===== config.mk =====
export PLATFORM = sky130hd
export DESIGN_NAME = uart_pkt_sequencer
export DESIGN_NICKNAME = d
export VERILOG_FILES = /design/src/rtl/uart_pkt_sequencer.sv
export SDC_FILE = /design/constraint.sdc
export NUM_CORES = 1
export LEC_CHECK = 0
export BUFFER_PORTS_ARGS = -buffer_cell sky130_fd_sc_hd__clkbuf_2
export CAP_MARGIN = 0
export CORE_AREA = 3 3 80 101
export CTS_BUF_LIST = sky130_fd_sc_hd__clkbuf_4
export DETAILED_ROUTE_END_ITERATION = 7
export DIE_AREA = 0 0 83 104
export GPL_ROUTABILITY_DRIVEN = 0
export PLACE_DENSITY = 0.77
export SETUP_SLACK_MARGIN = 0.4
export SLEW_MARGIN = 20
export SYNTH_ARGS = -nofsm -noshare
export SYNTH_HDL_FRONTEND = slang
export SYNTH_SLANG_ARGS = --single-unit

===== constraint.sdc =====
create_clock -name clock_system -period 3.6 [get_ports clock_system]
set_input_delay 0.54 -clock clock_system [delete_from_list [all_inputs] [get_ports clock_system]]
set_output_delay 0.54 -clock clock_system [all_outputs]
set_load 0.05 [all_outputs]

===== src/rtl/uart_pkt_sequencer.sv =====
// Packet framer for the byte-wide UART transmitter: emits HEADER, LEN, payload
// bytes fetched from RAM, and an XOR checksum through the tx_wr/tx_busy handshake.
module uart_pkt_sequencer #(
  parameter int unsigned ADDR_W       = 8,
  parameter logic [7:0]  HEADER       = 8'hA5,
  parameter int unsigned GAP_CYCLES   = 1250,
  parameter int unsigned BUSY_TIMEOUT = 16
) (
  input  logic              clock_system,
  input  logic              rstn,
  input  logic              start,
  input  logic [ADDR_W-1:0] base_addr,
  input  logic [7:0]        length,
  input  logic              abort,
  output logic              busy,
  output logic              done,
  output logic              err,
  output logic              mem_rd,
  output logic [ADDR_W-1:0] mem_addr,
  input  logic [7:0]        mem_data,
  output logic [7:0]        tx_data,
  output logic              tx_wr,
  input  logic              tx_busy
);

  localparam int unsigned GAP_W = $clog2(GAP_CYCLES + 1);
  localparam int unsigned TMO_W = $clog2(BUSY_TIMEOUT + 1);

  typedef enum logic [2:0] {
    S_IDLE,
    S_FETCH,
    S_LATCH,
    S_LOAD,
    S_WAIT_HI,
    S_WAIT_LO,
    S_GAP
  } state_t;

  typedef enum logic [1:0] {
    SEL_HDR,
    SEL_LEN,
    SEL_PAY,
    SEL_CSUM
  } sel_t;

  state_t            state, state_nxt;
  sel_t              sel, sel_nxt;
  logic [ADDR_W-1:0] base_q, base_nxt;
  logic [7:0]        len_q, len_nxt;
  logic [7:0]        idx, idx_nxt;
  logic [7:0]        csum, csum_nxt;
  logic [TMO_W-1:0]  tmo_cnt, tmo_nxt;
  logic [GAP_W-1:0]  gap_cnt, gap_nxt;

  logic              busy_nxt, done_nxt, err_nxt, mem_rd_nxt, tx_wr_nxt;
  logic [ADDR_W-1:0] mem_addr_nxt;
  logic [7:0]        tx_data_nxt;

  // State, datapath and registered outputs
  always_ff @(posedge clock_system or negedge rstn) begin
    if (!rstn) begin
      state    <= S_IDLE;
      sel      <= SEL_HDR;
      base_q   <= '0;
      len_q    <= '0;
      idx      <= '0;
      csum     <= '0;
      tmo_cnt  <= '0;
      gap_cnt  <= '0;
      busy     <= 1'b0;
      done     <= 1'b0;
      err      <= 1'b0;
      mem_rd   <= 1'b0;
      mem_addr <= '0;
      tx_data  <= '0;
      tx_wr    <= 1'b0;
    end else begin
      state    <= state_nxt;
      sel      <= sel_nxt;
      base_q   <= base_nxt;
      len_q    <= len_nxt;
      idx      <= idx_nxt;
      csum     <= csum_nxt;
      tmo_cnt  <= tmo_nxt;
      gap_cnt  <= gap_nxt;
      busy     <= busy_nxt;
      done     <= done_nxt;
      err      <= err_nxt;
      mem_rd   <= mem_rd_nxt;
      mem_addr <= mem_addr_nxt;
      tx_data  <= tx_data_nxt;
      tx_wr    <= tx_wr_nxt;
    end
  end

  // Next-state and next-output logic
  always_comb begin
    state_nxt    = state;
    sel_nxt      = sel;
    base_nxt     = base_q;
    len_nxt      = len_q;
    idx_nxt      = idx;
    csum_nxt     = csum;
    tmo_nxt      = tmo_cnt;
    gap_nxt      = gap_cnt;
    busy_nxt     = busy;
    done_nxt     = 1'b0;
    err_nxt      = 1'b0;
    mem_rd_nxt   = 1'b0;
    mem_addr_nxt = mem_addr;
    tx_data_nxt  = tx_data;
    tx_wr_nxt    = tx_wr;

    if ((state != S_IDLE) && abort) begin
      // A byte already handed to the transmitter is left to finish on its own
      state_nxt = S_IDLE;
      busy_nxt  = 1'b0;
      tx_wr_nxt = 1'b0;
    end else begin
      case (state)
        S_IDLE: begin
          if (start) begin
            base_nxt    = base_addr;
            len_nxt     = length;
            idx_nxt     = 8'd0;
            csum_nxt    = 8'd0;
            busy_nxt    = 1'b1;
            sel_nxt     = SEL_HDR;
            tx_data_nxt = HEADER;
            state_nxt   = S_LOAD;
          end
        end
        S_FETCH: state_nxt = S_LATCH;
        S_LATCH: begin
          tx_data_nxt = mem_data;
          csum_nxt    = csum ^ mem_data;
          idx_nxt     = idx + 8'd1;
          state_nxt   = S_LOAD;
        end
        S_LOAD: begin
          tx_wr_nxt = 1'b1;
          tmo_nxt   = '0;
          state_nxt = S_WAIT_HI;
        end
        S_WAIT_HI: begin
          if (tx_busy) begin
            tx_wr_nxt = 1'b0;
            state_nxt = S_WAIT_LO;
          end else if (tmo_cnt == TMO_W'(BUSY_TIMEOUT - 1)) begin
            tx_wr_nxt = 1'b0;
            err_nxt   = 1'b1;
            busy_nxt  = 1'b0;
            state_nxt = S_IDLE;
          end else begin
            tmo_nxt = tmo_cnt + TMO_W'(1);
          end
        end
        S_WAIT_LO: begin
          if (!tx_busy) begin
            gap_nxt   = '0;
            state_nxt = S_GAP;
          end
        end
        S_GAP: begin
          if (gap_cnt == GAP_W'(GAP_CYCLES - 1)) begin
            gap_nxt = '0;
            case (sel)
              SEL_HDR: begin
                sel_nxt     = SEL_LEN;
                tx_data_nxt = len_q;
                csum_nxt    = csum ^ len_q;
                state_nxt   = S_LOAD;
              end
              SEL_CSUM: begin
                done_nxt  = 1'b1;
                busy_nxt  = 1'b0;
                state_nxt = S_IDLE;
              end
              default: begin
                if (idx < len_q) begin
                  sel_nxt      = SEL_PAY;
                  mem_rd_nxt   = 1'b1;
                  mem_addr_nxt = base_q + ADDR_W'(idx);
                  state_nxt    = S_FETCH;
                end else begin
                  sel_nxt     = SEL_CSUM;
                  tx_data_nxt = csum;
                  state_nxt   = S_LOAD;
                end
              end
            endcase
          end else begin
            gap_nxt = gap_cnt + GAP_W'(1);
          end
        end
        default: state_nxt = S_IDLE;
      endcase
    end
  end

endmodule


==> impl_results.md <==
- Run status: completed
- R2R cell count: 5
- Core Util, Final: 0.6494
- Time the worst path needs with I/O delays and setup: 2738 ps
- Crit path buf inv count: 0
- Flop2flop setup slack: 860 ps
- CTS resizes: 0
- Longest Clk Path Bufs: 2
- Die height: 104 µm
- Hold buffers post-CTS: 0
- Layout overhead on the synthesized area: 10.10%
- Worst vdd ir: 365.0 µV
- Critical Path Sink: mem_addr[0]$_DFFE_PN0P_
- Relative slew slack: 0.4286
- CP max-delay cell: or4_1
- Fillers: 644
- Reg-to-Reg End: mem_addr[0]$_DFFE_PN0P_
- Clock root cell: clkbuf_4
- Design Power: 3026 µW
- Detailed router's first-iteration violation count: 161
- CTS clk-pin slew, worst paths: 110 ps
- Antenna viol nets, final: 0
- Fin crit share: 0.7605
- CP required: 3910 ps
- RSZ-0062 raised after global routing: false
- Top FF cell, synth: dfrtp_1
- Htree depth: 3
- Crit Reg-Reg Startpoint: gap_cnt[3]$_DFFE_PN0P_
- Hold/Removal Path Class: in2async
- Commonest non-fill, non-tap cells in the layout: dfrtp_1 (74), clkbuf_2 (48), o21ai_0 (38), nor2_1 (33), nand2_1 (32)
- CP max stage delay: 740 ps
- Critical path peak fanout: 17
- WP data arrival: 3050 ps
- Largest net degree at the start of global routing: 37
- Synth cell types: 59
- Measured slew at the worst slew-check pin: 853.3 ps
- Crit path cell chain: or4b_1 -> or4_1 -> nor3_4 -> nand4_4 -> mux2_2
- Clk Latency, worst-skew pair: 420 ps
- Total gr overflow: 0
- Synth top area share: 0.4319
- DRC violations left: 0
- Most common cell after layout, fill and taps aside: dfrtp_1
- Vias post-DR: 3,451
- DRT Pass-1 Iters: 4
- Core ar.: 0.007269 mm²
- Clock sink count: 74
- Initial Utilization: 0.5898
- Multi-input gate area: 0.002262 mm²
- Total setup buffers inserted after CTS: 0
- Die width: 83 µm
- Max-slew violation count: 0
- Number of global-route vias before repair: 3,509
- Post-synth EDFFs: 0
- Global-route wire length before repair: 16.19 mm
- TritonCTS clock tree: yes
- Dpl ws: 833.9 ps
- Routed WL: 9.235 mm
- Layout cells sized above 1: 0.1992
- Initial antenna violation count: 0
- Num CTS Buffers: 9
- Total negative slack: 0 ps
- Clock skew: 9.309 ps
- Register bit total from synthesis: 74
- Critical path depth: 5
- Max Fclk: 365.2 MHz
- Lkg Pwr: 0.002225 µW
- Wirelength per Cell: 15.81 µm
- DPL Wire Length: 6.983 mm
- YS warnings: 0
- Hold Vio Cnt, Final: 0
- Critical path startpoint category: flip-flop
- Syn avg cell area: 9.723 µm²
- Final Setup Violations: 0
- Synth top area cells: dfrtp_1 (43%), ha_1 (6.1%), mux2_2 (5.8%), o21ai_0 (4.4%), xnor2_1 (3.7%)
- Max Cap Viol: 0
- CP Class: reg2reg
- Vias per cell: 5.909
- Async set-reset flop share out of synthesis: 1.000
- PwrDens: 640.9 mW/mm²
- Post-synth net total: 492
- Nets@finish: 538
- I/O pins: 50
- CP top delay family: simple AND/OR/NAND/NOR gates
- IO Port Bufs: 49
- Start point of the critical path: gap_cnt[3]$_DFFE_PN0P_
- Cell area after synthesis: 0.004288 mm²
- Post-Synthesis Cells: 441
- Cell Rows: 35
- N_diodes: 0
- Crit end category: flip-flop
- Final setup margin: 862.1 ps
- DIE AREA: 0.008632 mm²
- Synth area leader: dfrtp_1
- Global router's overall resource usage: 0.2274
- Sequential area share after synthesis: 0.4319
- Reg area: 0.001852 mm²
==> worst min-delay path by stage <==
stage	startpoint	end	slack, ps	cells after the start
final	rstn	csum[2]$_DFFE_PN0P_	190	1
after floorplan	rstn	base_q[0]$_DFFE_PN0P_	240	0
after CTS	rstn	tx_data[4]$_DFFE_PN0P_	210	1
after global placement	tmo_cnt[4]$_DFFE_PN0P_	tmo_cnt[4]$_DFFE_PN0P_	470	2
after global routing	rstn	tx_data[6]$_DFFE_PN0P_	230	1
after detailed placement	tmo_cnt[4]$_DFFE_PN0P_	tmo_cnt[4]$_DFFE_PN0P_	480	2
==> logic make-up after synthesis <==
group,synth area share
xor gates and xnor gates,0.04494
muxes,0.08404
buffers and inverters,0.04056
DFF,0.4319
and+or+nand+nor,0.1809
AOI/OAI and AO/OA,0.1517
adders and majority gates,0.06595
==> metal layers <==
metal	share of wire	track usage	wire length [µm]
met2	0.52	0.4025	4808
met5	0	0	0
met1	0.43	0.2765	3967
met4	0.015	0.08178	142
met3	0.034	0.03883	317
==> power breakdown <==
| group | internal, µW | switching, µW |
|---|---|---|
| sequential | 1040 | 234 |
| clock | 149 | 279 |
| combinational | 552 | 767 |
==> through the flow <==
stage | std cells | hold WS, ps | instance area, µm²
4_1_cts | 584 | 209.7 | 4721
5_1_grt | 584 | 232.6 | 4721
3_5_place_dp | 568 | 480.7 | 4617
6_report | 584 | 191.7 | 4721
2_1_floorplan | 441 | 244.4 | 4288
3_3_place_gp | 568 | 471.1 | 4617
==> sequential cells by signal, summed over array words and instances, names as in the netlist <==
| signal | flops |
|---|---|
| sel | 2 |
| done | 1 |
| gap_cnt | 11 |
| tmo_cnt | 5 |
| base_q | 8 |
| idx | 8 |
| tx_data | 8 |
| busy | 1 |
| len_q | 8 |
| mem_rd | 1 |
| tx_wr | 1 |
| csum | 8 |
| mem_addr | 8 |
| state | 3 |
| err | 1 |
==> Yosys cell counts (3+ instances only) <==
cell type / n
nand4_1: 7
and3_1: 5
a211oi_1: 5
nor3_1: 8
mux2i_1: 9
nand2_1: 32
inv_1: 24
xor2_1: 4
clkbuf_1: 17
nand2b_1: 5
or4_1: 3
mux2_2: 22
or3_1: 3
a21o_1: 3
o211ai_1: 11
o31ai_1: 7
nor2_1: 33
dfrtp_1: 74
nor3b_1: 3
xnor2_1: 18
nor2b_1: 11
a21oi_1: 14
o22ai_1: 5
nand3_1: 12
o21ai_0: 38
and3b_1: 5
ha_1: 21
nor4_1: 3
==> layout make-up <==
class                      count  area share
clock inverter                 5    0.004506
sequential                    74      0.3923
timing repair buffer          56     0.06308
tap                           92     0.02438
clock buffer                  11     0.01749
inverter                      24     0.01908
multi-input combinational    322      0.4792
==> worst reg2reg max path: stages, from the launching register on <==
cell	delay [ps]
dfrtp_1	440
or4b_1	540
or4_1	740
nor3_4	330
nand4_4	240
mux2_2	340
Note: power is estimated with default switching activity, not from simulation.
